File: src/rtl/mem_top_pkg.sv
// Shared widths, access-size codes and MEM FSM state encoding for the MEM stage.
package mem_top_pkg;

    localparam int REG_BUS_W       = 64;
    localparam int REG_INDEX_BUS_W = 5;
    localparam int DATA_BUS_W      = 64;

    // funct3[1:0] selects the access size, funct3[2] selects zero-extension on loads.
    localparam logic [1:0] SZ_B = 2'b00;
    localparam logic [1:0] SZ_H = 2'b01;
    localparam logic [1:0] SZ_W = 2'b10;
    localparam logic [1:0] SZ_D = 2'b11;

    typedef enum logic [1:0] {
        ST_IDLE = 2'd0,
        ST_REQ  = 2'd1,
        ST_RESP = 2'd2
    } mem_state_e;

    function automatic logic [7:0] size_mask(input logic [1:0] sz);
        case (sz)
            SZ_B:    return 8'h01;
            SZ_H:    return 8'h03;
            SZ_W:    return 8'h0F;
            SZ_D:    return 8'hFF;
            default: return 8'h00;
        endcase
    endfunction

endpackage

File: src/rtl/mem_align.sv
// Combinational lane logic: store strobes/replication, misalign detection, load shift/extend.
module mem_align
    import mem_top_pkg::*;
(
    input  logic [1:0]            i_st_size,
    input  logic [2:0]            i_st_off,
    input  logic [DATA_BUS_W-1:0] i_st_data,
    output logic [7:0]            o_wstrb,
    output logic [DATA_BUS_W-1:0] o_wdata,
    output logic                  o_misalign,
    input  logic [2:0]            i_ld_funct3,
    input  logic [2:0]            i_ld_off,
    input  logic [DATA_BUS_W-1:0] i_rdata,
    output logic [DATA_BUS_W-1:0] o_ld_data
);

    logic [DATA_BUS_W-1:0] w_shifted;
    logic                  w_sext;

    always_comb begin
        o_wstrb    = size_mask(i_st_size) << i_st_off;
        o_wdata    = i_st_data;
        o_misalign = 1'b0;
        case (i_st_size)
            SZ_B: o_wdata = {8{i_st_data[7:0]}};
            SZ_H: begin
                o_wdata    = {4{i_st_data[15:0]}};
                o_misalign = i_st_off[0];
            end
            SZ_W: begin
                o_wdata    = {2{i_st_data[31:0]}};
                o_misalign = |i_st_off[1:0];
            end
            default: o_misalign = |i_st_off;
        endcase
    end

    assign w_shifted = i_rdata >> {i_ld_off, 3'b000};
    assign w_sext    = ~i_ld_funct3[2];

    always_comb begin
        o_ld_data = w_shifted;
        case (i_ld_funct3[1:0])
            SZ_B:    o_ld_data = {{56{w_sext & w_shifted[7]}},  w_shifted[7:0]};
            SZ_H:    o_ld_data = {{48{w_sext & w_shifted[15]}}, w_shifted[15:0]};
            SZ_W:    o_ld_data = {{32{w_sext & w_shifted[31]}}, w_shifted[31:0]};
            default: o_ld_data = w_shifted;
        endcase
    end

endmodule

File: src/rtl/mem_top.sv
// MEM stage: data-memory request/response sequencing and the mem2wb pipeline register.
//   state | meaning
//   IDLE  | pass non-memory ops through, launch aligned loads/stores
//   REQ   | request held on the port until accepted
//   RESP  | waiting for the response; load data captured on arrival
module mem_top
    import mem_top_pkg::*;
#(
    parameter int ADDR_W = 64,
    parameter int DATA_W = 64
) (
    input  logic                       clk,
    input  logic                       rst,
    input  logic                       mem_top_valid_i,
    input  logic                       mem_top_mem_read_i,
    input  logic                       mem_top_mem_write_i,
    input  logic [2:0]                 mem_top_funct3_i,
    input  logic                       mem_top_ex2mem_rd_en_i,
    input  logic [REG_INDEX_BUS_W-1:0] mem_top_ex2mem_rd_index_i,
    input  logic [REG_BUS_W-1:0]       mem_top_ex2mem_rd_data_i,
    input  logic [DATA_W-1:0]          mem_top_ex2mem_rs2_data_i,
    output logic                       mem_top_dmem_req_valid_o,
    input  logic                       mem_top_dmem_req_ready_i,
    output logic [ADDR_W-1:0]          mem_top_dmem_addr_o,
    output logic                       mem_top_dmem_we_o,
    output logic [7:0]                 mem_top_dmem_wstrb_o,
    output logic [DATA_W-1:0]          mem_top_dmem_wdata_o,
    input  logic                       mem_top_dmem_resp_valid_i,
    input  logic [DATA_W-1:0]          mem_top_dmem_rdata_i,
    output logic                       mem_top_stall_o,
    output logic                       mem_top_misalign_o,
    output logic                       mem_top_mem2wb_valid_o,
    output logic                       mem_top_mem2wb_rd_en_o,
    output logic [REG_INDEX_BUS_W-1:0] mem_top_mem2wb_rd_index_o,
    output logic [REG_BUS_W-1:0]       mem_top_mem2wb_rd_data_o
);

    mem_state_e r_state, w_state_nxt;
    logic       r_done;

    logic [ADDR_W-1:0]          r_addr;
    logic                       r_we;
    logic [7:0]                 r_wstrb;
    logic [DATA_W-1:0]          r_wdata;
    logic [2:0]                 r_funct3;
    logic [2:0]                 r_off;
    logic                       r_is_load;
    logic                       r_rd_en;
    logic [REG_INDEX_BUS_W-1:0] r_rd_index;

    logic                       r_wb_valid;
    logic                       r_wb_rd_en;
    logic [REG_INDEX_BUS_W-1:0] r_wb_rd_index;
    logic [REG_BUS_W-1:0]       r_wb_rd_data;

    logic [ADDR_W-1:0]          w_addr;
    logic                       w_is_mem;
    logic                       w_misalign_raw;
    logic [7:0]                 w_wstrb;
    logic [DATA_W-1:0]          w_wdata;
    logic [DATA_W-1:0]          w_ld_data;
    logic                       w_rd_en_in;
    logic                       w_issue;
    logic                       w_stall;
    logic                       w_req_valid;
    logic                       w_misalign;
    logic                       w_wb_valid;
    logic                       w_wb_rd_en;
    logic [REG_INDEX_BUS_W-1:0] w_wb_rd_index;
    logic [REG_BUS_W-1:0]       w_wb_rd_data;

    assign w_addr     = mem_top_ex2mem_rd_data_i[ADDR_W-1:0];
    assign w_is_mem   = mem_top_mem_read_i | mem_top_mem_write_i;
    assign w_rd_en_in = mem_top_ex2mem_rd_en_i & (|mem_top_ex2mem_rd_index_i);

    mem_align u_align (
        .i_st_size   (mem_top_funct3_i[1:0]),
        .i_st_off    (w_addr[2:0]),
        .i_st_data   (mem_top_ex2mem_rs2_data_i),
        .o_wstrb     (w_wstrb),
        .o_wdata     (w_wdata),
        .o_misalign  (w_misalign_raw),
        .i_ld_funct3 (r_funct3),
        .i_ld_off    (r_off),
        .i_rdata     (mem_top_dmem_rdata_i),
        .o_ld_data   (w_ld_data)
    );

    // r_done marks the first IDLE cycle after a completion: ex2mem still holds the
    // finished instruction then, so it is retired as a bubble rather than reissued.
    always_comb begin
        w_state_nxt   = r_state;
        w_issue       = 1'b0;
        w_stall       = 1'b0;
        w_req_valid   = 1'b0;
        w_misalign    = 1'b0;
        w_wb_valid    = 1'b0;
        w_wb_rd_en    = 1'b0;
        w_wb_rd_index = '0;
        w_wb_rd_data  = '0;
        case (r_state)
            ST_IDLE: begin
                if (!rst && mem_top_valid_i && !r_done) begin
                    if (!w_is_mem) begin
                        w_wb_valid    = 1'b1;
                        w_wb_rd_en    = w_rd_en_in;
                        w_wb_rd_index = mem_top_ex2mem_rd_index_i;
                        w_wb_rd_data  = mem_top_ex2mem_rd_data_i;
                    end else if (w_misalign_raw) begin
                        w_misalign    = 1'b1;
                        w_wb_valid    = 1'b1;
                        w_wb_rd_index = mem_top_ex2mem_rd_index_i;
                        w_wb_rd_data  = mem_top_ex2mem_rd_data_i;
                    end else begin
                        w_issue     = 1'b1;
                        w_stall     = 1'b1;
                        w_state_nxt = ST_REQ;
                    end
                end
            end
            ST_REQ: begin
                w_req_valid = 1'b1;
                w_stall     = 1'b1;
                if (mem_top_dmem_req_ready_i) w_state_nxt = ST_RESP;
            end
            ST_RESP: begin
                w_stall = 1'b1;
                if (mem_top_dmem_resp_valid_i) begin
                    w_state_nxt   = ST_IDLE;
                    w_wb_valid    = 1'b1;
                    w_wb_rd_en    = r_is_load & r_rd_en;
                    w_wb_rd_index = r_rd_index;
                    w_wb_rd_data  = r_is_load ? w_ld_data : '0;
                end
            end
            default: w_state_nxt = ST_IDLE;
        endcase
    end

    always_ff @(posedge clk or posedge rst) begin
        if (rst) begin
            r_state <= ST_IDLE;
            r_done  <= 1'b0;
        end else begin
            r_state <= w_state_nxt;
            r_done  <= (r_state == ST_RESP) && mem_top_dmem_resp_valid_i;
        end
    end

    always_ff @(posedge clk or posedge rst) begin
        if (rst) begin
            r_addr     <= '0;
            r_we       <= 1'b0;
            r_wstrb    <= '0;
            r_wdata    <= '0;
            r_funct3   <= '0;
            r_off      <= '0;
            r_is_load  <= 1'b0;
            r_rd_en    <= 1'b0;
            r_rd_index <= '0;
        end else if (w_issue) begin
            r_addr     <= {w_addr[ADDR_W-1:3], 3'b000};
            r_we       <= mem_top_mem_write_i;
            r_wstrb    <= mem_top_mem_write_i ? w_wstrb : 8'h00;
            r_wdata    <= w_wdata;
            r_funct3   <= mem_top_funct3_i;
            r_off      <= w_addr[2:0];
            r_is_load  <= ~mem_top_mem_write_i;
            r_rd_en    <= w_rd_en_in;
            r_rd_index <= mem_top_ex2mem_rd_index_i;
        end
    end

    always_ff @(posedge clk or posedge rst) begin
        if (rst) begin
            r_wb_valid    <= 1'b0;
            r_wb_rd_en    <= 1'b0;
            r_wb_rd_index <= '0;
            r_wb_rd_data  <= '0;
        end else begin
            r_wb_valid    <= w_wb_valid;
            r_wb_rd_en    <= w_wb_rd_en;
            r_wb_rd_index <= w_wb_rd_index;
            r_wb_rd_data  <= w_wb_rd_data;
        end
    end

    assign mem_top_dmem_req_valid_o  = w_req_valid;
    assign mem_top_dmem_addr_o       = r_addr;
    assign mem_top_dmem_we_o         = r_we;
    assign mem_top_dmem_wstrb_o      = r_wstrb;
    assign mem_top_dmem_wdata_o      = r_wdata;
    assign mem_top_stall_o           = w_stall;
    assign mem_top_misalign_o        = w_misalign;
    assign mem_top_mem2wb_valid_o    = r_wb_valid;
    assign mem_top_mem2wb_rd_en_o    = r_wb_rd_en;
    assign mem_top_mem2wb_rd_index_o = r_wb_rd_index;
    assign mem_top_mem2wb_rd_data_o  = r_wb_rd_data;

endmodule

File: config.mk
export PLATFORM = sky130hd
export DESIGN_NAME = mem_top
export DESIGN_NICKNAME = d
export VERILOG_FILES = /design/src/rtl/mem_top_pkg.sv /design/src/rtl/mem_align.sv /design/src/rtl/mem_top.sv
export SDC_FILE = /design/constraint.sdc
export NUM_CORES = 1
export LEC_CHECK = 0
export BUFFER_PORTS_ARGS = -buffer_cell sky130_fd_sc_hd__buf_4
export CAP_MARGIN = 0
export CORE_MARGIN = 3
export CORE_UTILIZATION = 40
export CTS_CLUSTER_SIZE = 30
export DETAILED_ROUTE_END_ITERATION = 6
export GPL_TIMING_DRIVEN = 0
export MAX_ROUTING_LAYER = met4
export PLACE_DENSITY = 0.67
export SYNTH_ARGS = -nofsm -noshare
export SYNTH_HDL_FRONTEND = slang
export SYNTH_SLANG_ARGS = --single-unit
File: constraint.sdc
create_clock -name clk -period 6.9 [get_ports clk]
set_input_delay 0.69 -clock clk [delete_from_list [all_inputs] [get_ports clk]]
set_output_delay 0.69 -clock clk [all_outputs]
set_load 0.005 [all_outputs]
== After elaboration in Yosys (flattened, before gate mapping) ==
Cells that the tools add are included.

* Bits in registers: 221
* Output and inout port bits: 211
* Word-level logic and storage cells: 90

* Bitwise gates (word level): 8
* Multiplexer cells: 40
* Shift operators: 2
* Eq/ne operators: 12
* Reduce and logical (&&, ||, !) cells: 13

{| class="wikitable"
|+ Operator list
! kind !! number
|-
| $pmux W64 S3 || 2
|-
| $mux W64 || 5
|-
| $pmux W64 S2 || 1
|-
| $shr A64 B6 Y64 || 1
|-
| $pmux W8 S4 || 1
|-
| $mux W5 || 4
|-
| $mux W1 || 15
|-
| $mux W2 || 5
|-
| $ne A2 B2 Y1 const B || 5
|-
| $pmux W5 S2 || 1
|-
| $eq A2 B2 Y1 const B || 4
|-
| $mux W8 || 1
|-
| $shl A8 B3 Y8 || 1
|-
| $eq A2 B1 Y1 const B || 3
|-
| $logic_not A2 Y1 || 3
|-
| $pmux W1 S2 || 3
|-
| $pmux W2 S3 || 1
|-
| $and A1 B1 Y1 || 5
|-
| $reduce_and A5 Y1 || 1
|-
| $reduce_or A5 Y1 || 1
|-
| $reduce_or A2 Y1 || 2
|-
| $logic_and A1 B1 Y1 || 3
|-
| $pmux W1 S3 || 1
|-
| $reduce_or A3 Y1 || 1
|-
| 3 further kinds || 5
|}

== Depth between registers and ports, before layout ==
Gate-level depths: netlist (run 1).

* Word-level depth: 6
* Depth in mapped cells: 10
* Mapped depth without buffers: 7

== Modules after synthesis ==
A second synthesis (run 1) with hierarchy kept.

* Cell total of the unflattened synthesis: 969
* Area, all modules: 12279.3 um2

{| class="wikitable"
|+ Modules (own cells, without submodules)
! module !! area an instance (um2) !! times used !! cells each
|-
| mem_top || 8842.2 || 1 || 527
|-
| mem_align || 3437.0 || 1 || 442
|}

== Worst setup path before layout (run 1) ==
No wires, ideal clock.

* Kind: input -> register
* Start: input port mem_top_funct3_i[0]
* End: register r_addr[3], in the netlist mem_top_dmem_addr_o[3]
* Library setup time: 0.125 ns
* Data required time: 6.775 ns
* Arrival: 2.376 ns
* Stages on the path: 9
* Path slack: 4.399 ns
* Cells stage by stage: buf_6 or2_1 buf_6 a221oi_4 nand2_2 buf_2 buf_6 buf_6 mux2_4

* Cells in the longest elaborated chain, start to end: 6
* Elaborated cells on any way between the ends: 8
* Classes of those cells: eq/ne: 2; mux: 5; reduce/logical: 1

{| class="wikitable"
|+ RTL lines
! item !! RTL line !! source
|-
| start: declaration || mem_top.sv:17 || <nowiki>input logic [2:0] mem_top_funct3_i,</nowiki>
|-
| $eq A2 B2 Y1, or another cell as far along || mem_align.sv:24 || <nowiki>case (i_st_size)</nowiki>
|-
| $pmux W1 S3 (*) || mem_align.sv:24 ||
|-
| $mux W1 (*) || mem_top.sv:109 || <nowiki>end else if (w_misalign_raw) begin</nowiki>
|-
| $mux W1 (*) || mem_top.sv:104 || <nowiki>if (!w_is_mem) begin</nowiki>
|-
| $mux W1 (*) || mem_top.sv:103 || <nowiki>if (!rst && mem_top_valid_i && !r_done) begin</nowiki>
|-
| $mux W1 (*) || mem_top.sv:101 || <nowiki>case (r_state)</nowiki>
|-
| end signal: assignment || mem_top.sv:162 || <nowiki>r_addr <= {w_addr[ADDR_W-1:3], 3'b000};</nowiki>
|-
| end: declaration || mem_top.sv:41 || <nowiki>logic [ADDR_W-1:0] r_addr;</nowiki>
|}

Every way passes the cells marked *; elsewhere a longest branch is shown, timed or not.
A chain may end at the register's enable or synchronous reset.

== Worst setup path in the final report (run 1) ==
* Start: register r_off[0]
* End: register r_wb_rd_data[32], in the netlist mem_top_mem2wb_rd_data_o[32]

* Cells in the longest elaborated chain, start to end: 6
* Elaborated cells on any way between the ends: 8
* Classes of those cells: shift: 1; mux: 4; bitwise: 3

{| class="wikitable"
|+ RTL lines
! item !! RTL line !! source
|-
| start: declaration || mem_top.sv:46 || <nowiki>logic [2:0] r_off;</nowiki>
|-
| start signal: assignment || mem_top.sv:167 || <nowiki>r_off <= w_addr[2:0];</nowiki>
|-
| $shr A64 B6 Y64 (*) || mem_align.sv:38 || <nowiki>assign w_shifted = i_rdata >> {i_ld_off, 3'b000};</nowiki>
|-
| $and A1 B1 Y1 (on tied branches) || mem_align.sv:46, mem_align.sv:44, mem_align.sv:45 ||
|-
| $pmux W64 S3 (*) || mem_align.sv:43 || <nowiki>case (i_ld_funct3[1:0])</nowiki>
|-
| $mux W64 (*) || mem_top.sv:133 || <nowiki>w_wb_rd_data = r_is_load ? w_ld_data : '0;</nowiki>
|-
| $mux W64 (*) || mem_top.sv:128 || <nowiki>if (mem_top_dmem_resp_valid_i) begin</nowiki>
|-
| $pmux W64 S2 (*) || mem_top.sv:101 ||
|-
| named net w_wb_rd_data[32] || mem_top.sv:70 || <nowiki>logic [REG_BUS_W-1:0] w_wb_rd_data;</nowiki>
|-
| end signal: assignment || mem_top.sv:184 || <nowiki>r_wb_rd_data <= w_wb_rd_data;</nowiki>
|-
| end: declaration || mem_top.sv:54 || <nowiki>logic [REG_BUS_W-1:0] r_wb_rd_data;</nowiki>
|}

The timed path passes the listed nets; every way through them passes the cells marked *.

==> results of run 1 <==
worst max-delay path: cells and delay by family (launching register included):
kind            cells  cell delay [ns]
compound gates      2             0.82
buf+inv             3             0.89
flops               1             0.33
simple gates        3             1.02
cells by family after synthesis:
| logic type | after synthesis |
|---|---|
| simple gates | 270 |
| other cells | 1 |
| compound gates | 261 |
| flops | 221 |
| fa+ha+maj | 4 |
| buf+inv | 99 |
| mux | 216 |
cell type report:
| class | count | area share |
|---|---|---|
| inverter | 11 | 0.00310 |
| tap | 372 | 0.0296 |
| clock buffer | 38 | 0.0488 |
| buffer | 88 | 0.0259 |
| timing repair buffer | 413 | 0.198 |
| sequential | 221 | 0.352 |
| multi-input combinational | 754 | 0.339 |
| antenna | 4 | 0.000636 |
| clock inverter | 4 | 0.00310 |
power by group:
group | internal [mW] | total (mW) | leakage, nW | switching [mW]
sequential | 1.78 | 2.05 | 2.81 | 0.269
clock | 0.797 | 1.32 | 0.402 | 0.528
combinational | 1.39 | 2.83 | 4.61 | 1.44
total | 3.97 | 6.21 | 7.82 | 2.24
metal layers:
layer / part of all wire / up-vias / GRT usage
met5: 0 / - / -
met4: 0.036 / 0 / 0.101
met3: 0.089 / 87 / 0.0882
met2: 0.49 / 483 / 0.502
met1: 0.39 / 5210 / 0.359
li1: - / 4710 / -
Yosys cell counts, types with 9 or more instances:
cell type | count | share of area
dfrtp_1 | 221 | 0.49
mux2i_1 | 102 | 0.090
buf_2 | 17 | 0.0075
buf_1 | 9 | 0.0030
nor2_1 | 52 | 0.017
o22ai_1 | 16 | 0.0089
mux2_4 | 20 | 0.027
nand2_1 | 161 | 0.053
or2_2 | 9 | 0.0050
a21oi_1 | 52 | 0.023
clkbuf_1 | 53 | 0.018
o21ai_0 | 113 | 0.050
mux2_2 | 83 | 0.083
mux4_2 | 10 | 0.020
a22oi_1 | 10 | 0.0066
a211oi_1 | 11 | 0.0073
nand3_1 | 14 | 0.0062
a2bb2oi_1 | 10 | 0.0077
inv_1 | 10 | 0.0033
placed cells by master (no fill, tap or decap), types with 3 or more instances in the layout:
master	netlist	routed
a211o_1	4	4
a211oi_1	11	11
a21oi_1	52	52
a221o_1	3	3
a22o_1	8	8
a22oi_1	10	10
a2bb2oi_1	10	10
a32oi_1	5	5
and2_1	4	4
buf_1	9	9
buf_2	17	17
buf_4	3	415
buf_6	6	6
clkbuf_1	53	59
clkbuf_16	0	27
clkbuf_8	0	5
conb_1	1	3
dfrtp_1	221	221
diode_2	0	4
ha_1	4	4
inv_1	10	9
mux2_2	83	83
mux2_4	20	20
mux2i_1	102	102
mux4_2	10	10
nand2_1	161	161
nand3_1	14	14
nand3b_1	8	8
nor2_1	52	52
nor2b_1	5	5
nor3b_1	3	3
o211ai_1	7	7
o21ai_0	113	113
o21ai_1	4	4
o22ai_1	16	16
o31ai_1	4	4
or2_2	9	9
worst min-delay path by stage:
stage,startpoint,endpoint,cells past startpoint,slack [ns]
CTS,rst,r_state[1],2,0.31
finish,rst,mem_top_dmem_addr_o[4],2,0.29
global route,rst,r_rd_index[3],2,0.33
detailed placement,r_rd_index[2],mem_top_mem2wb_rd_index_o[2],1,0.47
floorplan,r_rd_en,mem_top_mem2wb_rd_en_o,2,0.45
global placement,r_rd_en,r_rd_en,2,0.47
registers in the layout, summed over array words and instances, names as in the netlist, 2 cells and up:
register,cells
mem_top_mem2wb_rd_data_o,64
r_rd_index,5
mem_top_dmem_wdata_o,64
mem_top_mem2wb_rd_index_o,5
r_off,3
mem_top_dmem_addr_o,61
mem_top_dmem_wstrb_o,8
r_funct3,3
r_state,2
==> run metrics, run 1 <==
outcome complete, no violations; Die Wd 174 microns; ys flop type dfrtp_1; CTS clk-pin slew, worst paths 0.06 ns; Max Clock Skew 0.0160 ns; Final Setup Violations 0; Routed WL 46500 microns; critical path type flop to flop; worst-path cell chain clkbuf_1 -> nor2b_1 -> nand2_1 -> nor4bb_1 -> clkbuf_1 -> a221oi_2 -> clkbuf_1 -> o21ai_0; fmax 0.306 GHz; initial antenna violation count 4; Total Power 6.21 mW; async set or reset register ratio after synthesis 1.00; Arr. time, crit path 3.62 ns; simple logic cell fraction of the synthesized area 0.103; DR vias/cell 5.51; Final nets 1727; Port Buffer Count 412; CTS tree done; initial core utilization 0.414; hold_ws 0.285 ns; Fill cells 2494; first-pass GRT wire length 68600 microns; RSZ-0062 raised after global routing false; clk_lat worst skew 0.53 ns; DR iter-0 viols 738; global route overflow 0; multi-input logic area 5330 sq um; largest family of logic cells by synthesized area multiplexers; Finished Cell Area 15700 sq um; Critical Path End Type flop; r2r setup slk 3.64 ns; vias in the first global route 10932; Final Util 0.576; CTS root buffer clkbuf_16; cts hold-fix bufs 0; Reg-to-Reg Start r_off[0]; Post-DP HPWL 36500 microns; min Tclk post-route 3.26 ns; critical path's most frequent cell clkbuf_1; setup TNS 0 ns; Max stage delay on crit path 0.67 ns; die footprint 30300 sq um; total vias in the final route 10490; slowest cell on the critical path nor2b_1; Post-CTS Setup Bufs 0; Routed WL per cell 24.4 microns; Crit Path Max Fanout 10; post-place setup slack 3.38 ns; Synth Area in Adders 0.00443; Layout Cells excl Fill 1905; core area 27300 sq um; Final Hold Viols 0; CTS buffer count 26; area grow syn2layout 39.2%; synthesized cell area 11300 sq um; CTS Sinks 221; Power Density 395 nW/um^2; register area 5530 sq um; Max-Cap Viols 0; post-synth cell types 58; Ports 419; yosys warns 0; post_cts resized 0; clock buffer depth 3; DRC 0; area fraction in compound gates after synthesis 0.142; worst slew pin tran 1.09 ns; Rel. slew slack 0.265; placed cells 1859; max-slew violations 0; crit path launch r_off[0]; Worst Hold Class input pin to asynchronous set/reset pin; cell count after synthesis 1072; Reg2Reg Depth 8; Pleak 7.82 nW; Post-Syn Area per Cell 10.5 sq um; xor/xnor share of the synthesized area 0; GPL Wtd Cong 0.949; H-tree Lvls 1; layout cells sized above 1 0.396; Total GRT Usage 0.305; Seq/Total Area, Yosys 0.489; Final ANT Viol Nets 0; Placed Area 14900 sq um; final period utilization 0.473; post-route setup slack 3.64 ns; largest net degree at the start of global routing 122; worst endpoint required time 7.25 ns; Post-synth EDFFs 0; last element of the critical path mem_top_mem2wb_rd_data_o[32]; die height 174 microns; r2r endpoint mem_top_mem2wb_rd_data_o[32]; crit path launch type flop; post-synthesis mux area share 0.221; number of synthesized register bits 221; 1st-pass router iterations 5; # rows 60; Worst VDD drop 0.211 mV
Note: power is estimated with default switching activity, not from simulation.
==> inputs of run 2 (changes only) <==
PLACE_DENSITY = 0.64   (was 0.67)
clock period = 3.2 ns   (was 6.9 ns; I/O delays follow)
==> run 2 against run 1 <==
Against the previous run:
- critical path depth grew 1
- power increased by 130%
- sequential share of layout area shrank 1.2 points
- via count increased by 1.8%
- clock power grew to 2.6 times the previous value
- setup slack got worse by 3.4 ns
- global-route usage is 0.13 points higher
- non-clock buffer count grew 31
- first-iteration DRC count rose by 7.2%
- highest routed layer unchanged
==> run metrics, run 2 (synthesized netlist as in run 1, its figures left out) <==
outcome complete, no violations; final period utilization 0.933; Comb power frac 0.437; Total GRT Usage 0.306; CTS clk-pin slew, worst paths 0.07 ns; Max Clock Skew 0.00979 ns; clk_lat worst skew 0.54 ns; hold_ws 0.0119 ns; Worst Hold Class input pin to flop; clock buffer depth 3; Port Buffer Count 412; Sw Ratio 0.351; Routed WL 46900 microns; die height 174 microns; worst-path cell chain inv_1 -> ha_1 -> and2_1 -> clkbuf_1 -> and3_1 -> buf_1 -> a221oi_4 -> clkbuf_1 -> o21ai_0; switching power 4.93 mW; register area 5530 sq um; RSZ-0062 raised after global routing false; CTS root buffer clkbuf_16; initial antenna violation count 1; core area 27300 sq um; setup TNS 0 ns; worst endpoint required time 3.60 ns; Die Wd 174 microns; CTS Sinks 221; fmax 0.335 GHz; global route overflow 0; commonest non-fill, non-tap cell in the layout buf_4; critical path's most frequent cell clkbuf_1; Rel. slew slack 0.251; critical path type flop to flop; Crit Path Max Fanout 10; CTS buffer count 26; Max-Cap Viols 0; Final nets 1758; first-pass GRT wire length 69100 microns; clock power share 0.248; GPL Wtd Cong 0.965; Layout Cells excl Fill 1939; Final ANT Viol Nets 0; DR iter-0 viols 791; Power Density 861 nW/um^2; # rows 60; most frequent cells in the layout buf_4, dfrtp_1, nand2_1, o21ai_0, mux2i_1; DR vias/cell 5.51; post-place setup slack 0.0103 ns; Worst VDD drop 0.488 mV; slowest cell on the critical path a221oi_4; largest net degree at the start of global routing 41; Final Hold Viols 0; Final Util 0.596; min Tclk post-route 2.99 ns; worst slew pin tran 1.11 ns; H-tree Lvls 1; Int Pwr 9.09 mW; Crit path max-delay family buffers and inverters; Fill cells 2451; die footprint 30300 sq um; area grow syn2layout 44.0%; placed cells 1864; Max stage delay on crit path 0.51 ns; total vias in the final route 10683; 1st-pass router iterations 5; Ports 419; Critical Path End Type flop; Buf/Inv on CP 4; Post-DP HPWL 36700 microns; vias in the first global route 10833; max-slew violations 0; Final Setup Violations 0; Pleak 8.06 nW; Routed WL per cell 24.2 microns; multi-input logic area 5350 sq um; initial core utilization 0.414; layout cells sized above 1 0.398; Post-CTS Setup Bufs 0; Arr. time, crit path 3.39 ns; crit path launch type flop; sequential cell fraction of total power 0.315; CTS tree done; post-route setup slack 0.214 ns; DRC 0
[run 2: cell count changes in the layout (fill, tap and decap cells not counted), moves of 2 or more]
cell | before | now
clkinv_2 | 2 | 6
diode_2 | 4 | 1
clkinvlp_4 | 0 | 2
dlygate4sd3_1 | 0 | 26
clkbuf_1 | 59 | 55
buf_12 | 0 | 6
bufinv_16 | 1 | 8
[run 2: final timing paths]
check	start	slack, ns	endpoint	cells after the start
max	r_state[0]	0.21	mem_top_mem2wb_rd_data_o[59]	9
min	mem_top_ex2mem_rd_data_i[8]	0.01	mem_top_mem2wb_rd_data_o[8]	2
max reg2reg	r_state[0]	0.21	mem_top_mem2wb_rd_data_o[59]	9
min reg2reg	mem_top_dmem_wdata_o[18]	0.48	mem_top_dmem_wdata_o[18]	2
max in group asynchronous	rst	2.02	mem_top_dmem_addr_o[36]	5
min in group asynchronous	rst	0.38	mem_top_mem2wb_rd_data_o[0]	3
[run 2: power by group through the flow]
stage	clock network [mW]	registers, mW	logic, mW
4_1_cts	3.51	4.41	6.08
3_5_place_dp	0	4.43	6.03
6_report	3.47	4.42	6.12
3_3_place_gp	0	4.42	5.97
2_1_floorplan	0	4.45	2.96
5_1_grt	3.62	4.53	6.55
[run 2: through the flow]
stage                     power (mW)  cell area [sq um]
after floorplan                 7.41              11300
after global placement          10.4              14900
after detailed placement        10.5              15000
after CTS                       14.0              16300
after global routing            14.7              16300
final                           14.0              16300
[run 2: final cells by class]
cell class | instances | share of cell area
inverters | 11 | 0.00277
plain buffers | 88 | 0.0251
diodes | 1 | 0.000154
well taps | 372 | 0.0286
repair buffers | 444 | 0.213
flip-flops and latches | 221 | 0.340
clock inverters | 16 | 0.0181
multi-input cells | 754 | 0.328
clock buffers | 32 | 0.0438
[run 2: metal layers]
metal	GRT usage	up-vias	wire (microns)
met5	-	-	0
met4	0.0972	0	1810
met3	0.0786	100	4080
met2	0.498	526	22700
met1	0.375	5290	18400
li1	-	4767	-
[run 2: worst register-to-register path: stages (launching register included)]
cell and delay [ns]:
dfrtp_1 0.42, inv_1 0.09, ha_1 0.26, and2_1 0.17
clkbuf_1 0.24, and3_1 0.26, buf_1 0.31, a221oi_4 0.51
clkbuf_1 0.41, o21ai_0 0.19
[run 2: repair_timing]
item / 4_1_cts / 5_1_grt
endpoints found under the hold margin: 37 / 0
resized for setup: 1 / 2
pin swaps: 0 / 1
hold buffers: 26 / 0
gates cloned: 0 / 0
endpoints found under the setup margin: 4 / 37
==> inputs of run 3 (changes only) <==
CELL_PAD_IN_SITES_DETAIL_PLACEMENT = 0   (was not set)
CELL_PAD_IN_SITES_GLOBAL_PLACEMENT = 1   (was not set)
CORE_UTILIZATION = 38   (was 40)
PLACE_DENSITY = 0.79   (was 0.64)
==> run 3 against run 2 <==
Against the previous run:
- register-to-register slack better by 0.08 ns
- sequential share of layout area grew 0.44 points
- global-route usage shrank 1.1 points
- count of clock-buffer cells in the layout up 4
- sequential power hardly changed
- setup slack improved by 0.083 ns
- cell count shrank 0.10%
- sequential cell count unchanged
- clock skew increased by 0.0041 ns
- first-iteration DRC count shrank 26%
- power fell by 2.3%
- critical path depth fell by 2
- critical endpoint is now mem_top_mem2wb_rd_data_o[31]
- largest power group unchanged
==> run metrics, run 3 (synthesized netlist as in run 1, its figures left out) <==
largest net degree at the start of global routing 44; Critical Path End Type flop; layout cells sized above 1 0.401; clock buffer depth 3; Layout Cells excl Fill 1937; initial antenna violation count 1; global route overflow 0; DRC 0; first-pass GRT wire length 67800 microns; Worst VDD drop 0.464 mV; area grow syn2layout 42.2%; most frequent cells in the layout buf_4, dfrtp_1, nand2_1, o21ai_0, mux2i_1; GRT Max-Usage Layer met2; Total GRT Usage 0.294; CTS clk-pin slew, worst paths 0.06 ns; post-place setup slack -0.159 ns; max-slew violations 0; Die Wd 178 microns; die height 178 microns; placed cells 1876; Routed WL 47400 microns; outcome complete, no violations; initial core utilization 0.390; Final ANT Viol Nets 0; final period utilization 0.907; hold_sp mem_top_ex2mem_rd_data_i[53]; clk_lat worst skew 0.54 ns; CTS tree done; Post-DP HPWL 37500 microns; commonest non-fill, non-tap cell in the layout buf_4; Pleak 7.96 nW; Min-Delay Path Depth 3; fmax 0.344 GHz; Crit Path Max Fanout 10; Final Util 0.554; Final Hold Viols 0; core area 29000 sq um; DR iter-0 viols 587; Power Density 852 nW/um^2; CTS root buffer clkbuf_16; 1st-pass router iterations 5; critical path type flop to flop; total vias in the final route 10479; Reg2Reg Depth 7; worst slew pin tran 0.832 ns; Arr. time, crit path 3.30 ns; GPL Wtd Cong 0.948; Final Setup Violations 0; # rows 62; Ports 419; Rel. slew slack 0.441; crit path launch type flop; met1 Usage GRT 0.346; H-tree Lvls 1; met3 GRT Util 0.0845; worst endpoint required time 3.59 ns; hold endpoint mem_top_mem2wb_rd_data_o[53]; r2r endpoint mem_top_mem2wb_rd_data_o[31]; Routed WL per cell 24.5 microns; DR vias/cell 5.41; RSZ-0062 raised after global routing false; r2r setup slk 0.30 ns; vias in the first global route 10828; CTS buffer count 26; met2 usage 0.483; Max Clock Skew 0.0139 ns; die footprint 31800 sq um; Final nets 1746; Max-Cap Viols 0; Reg-to-Reg Start r_off[0]; CTS Sinks 221; min Tclk post-route 2.90 ns; Port Buffer Count 412; post-route setup slack 0.297 ns; Worst Hold Class input pin to flop
run 3: routing by layer:
metal  up-vias  wire (microns)
met5         -               0
met3        93            4500
met1      5159           18200
met2       483           22700
li1       4744               -
met4         0            1970
run 3: cell type report:
| class | instances | area (sq um) |
|---|---|---|
| Fill cell | 2692 | 12900 |
| Sequential cell | 221 | 5530 |
| Multi-Input combinational cell | 754 | 5350 |
| Timing Repair Buffer | 432 | 3350 |
| Clock buffer | 36 | 769 |
| Tap cell | 384 | 480 |
| Buffer | 88 | 410 |
| Clock inverter | 10 | 134 |
| Inverter | 11 | 45.0 |
| Antenna cell | 1 | 2.50 |
run 3: stage by stage:
stage	TNS, ns	area [sq um]	power [mW]	hold WS [ns]
after global placement	-329.33	14900	10.5	0.465
after floorplan	-0.457	11300	7.41	0.432
after CTS	0	16100	13.7	0.00000994
after detailed placement	-1.26	15000	10.5	0.318
after global routing	0	16100	14.4	0.0102
final	0	16100	13.7	0.0125
run 3: worst max-delay path by stage:
| stage | start | endpoint | slack, ns | cells after the start |
|---|---|---|---|---|
| after floorplan | rst | mem_top_dmem_addr_o[10] | -0.002 | 1 |
| after global placement | rst | mem_top_dmem_addr_o[46] | -1.51 | 2 |
| after detailed placement | mem_top_ex2mem_rd_data_i[0] | mem_top_mem2wb_rd_data_o[17] | -0.16 | 7 |
| after CTS | r_off[0] | mem_top_mem2wb_rd_data_o[34] | 0.05 | 8 |
| after global routing | r_off[0] | mem_top_mem2wb_rd_data_o[28] | 0.11 | 8 |
| final | r_off[0] | mem_top_mem2wb_rd_data_o[31] | 0.30 | 7 |
run 3: what timing repair did:
item / CTS / global route
hold buffers: 14 / 0
resized for setup: 1 / 5
setup endpoints to repair: 10 / 28
buffers inserted: 0 / 0
endpoints found under the hold margin: 20 / 0
run 3: power by group:
group	switching, mW	internal, mW	leakage (nW)
combinational	3.13	3.02	4.71
sequential	0.588	3.84	2.81
clock	1.21	1.91	0.442
total	4.93	8.77	7.96
run 3: worst max-delay path, stage by stage, from the launching register on:
cell	delay, ns
dfrtp_1	0.32
clkbuf_1	0.24
clkbuf_1	0.50
buf_1	0.48
clkbuf_1	0.62
o22ai_1	0.32
a22oi_1	0.20
nand2_1	0.08
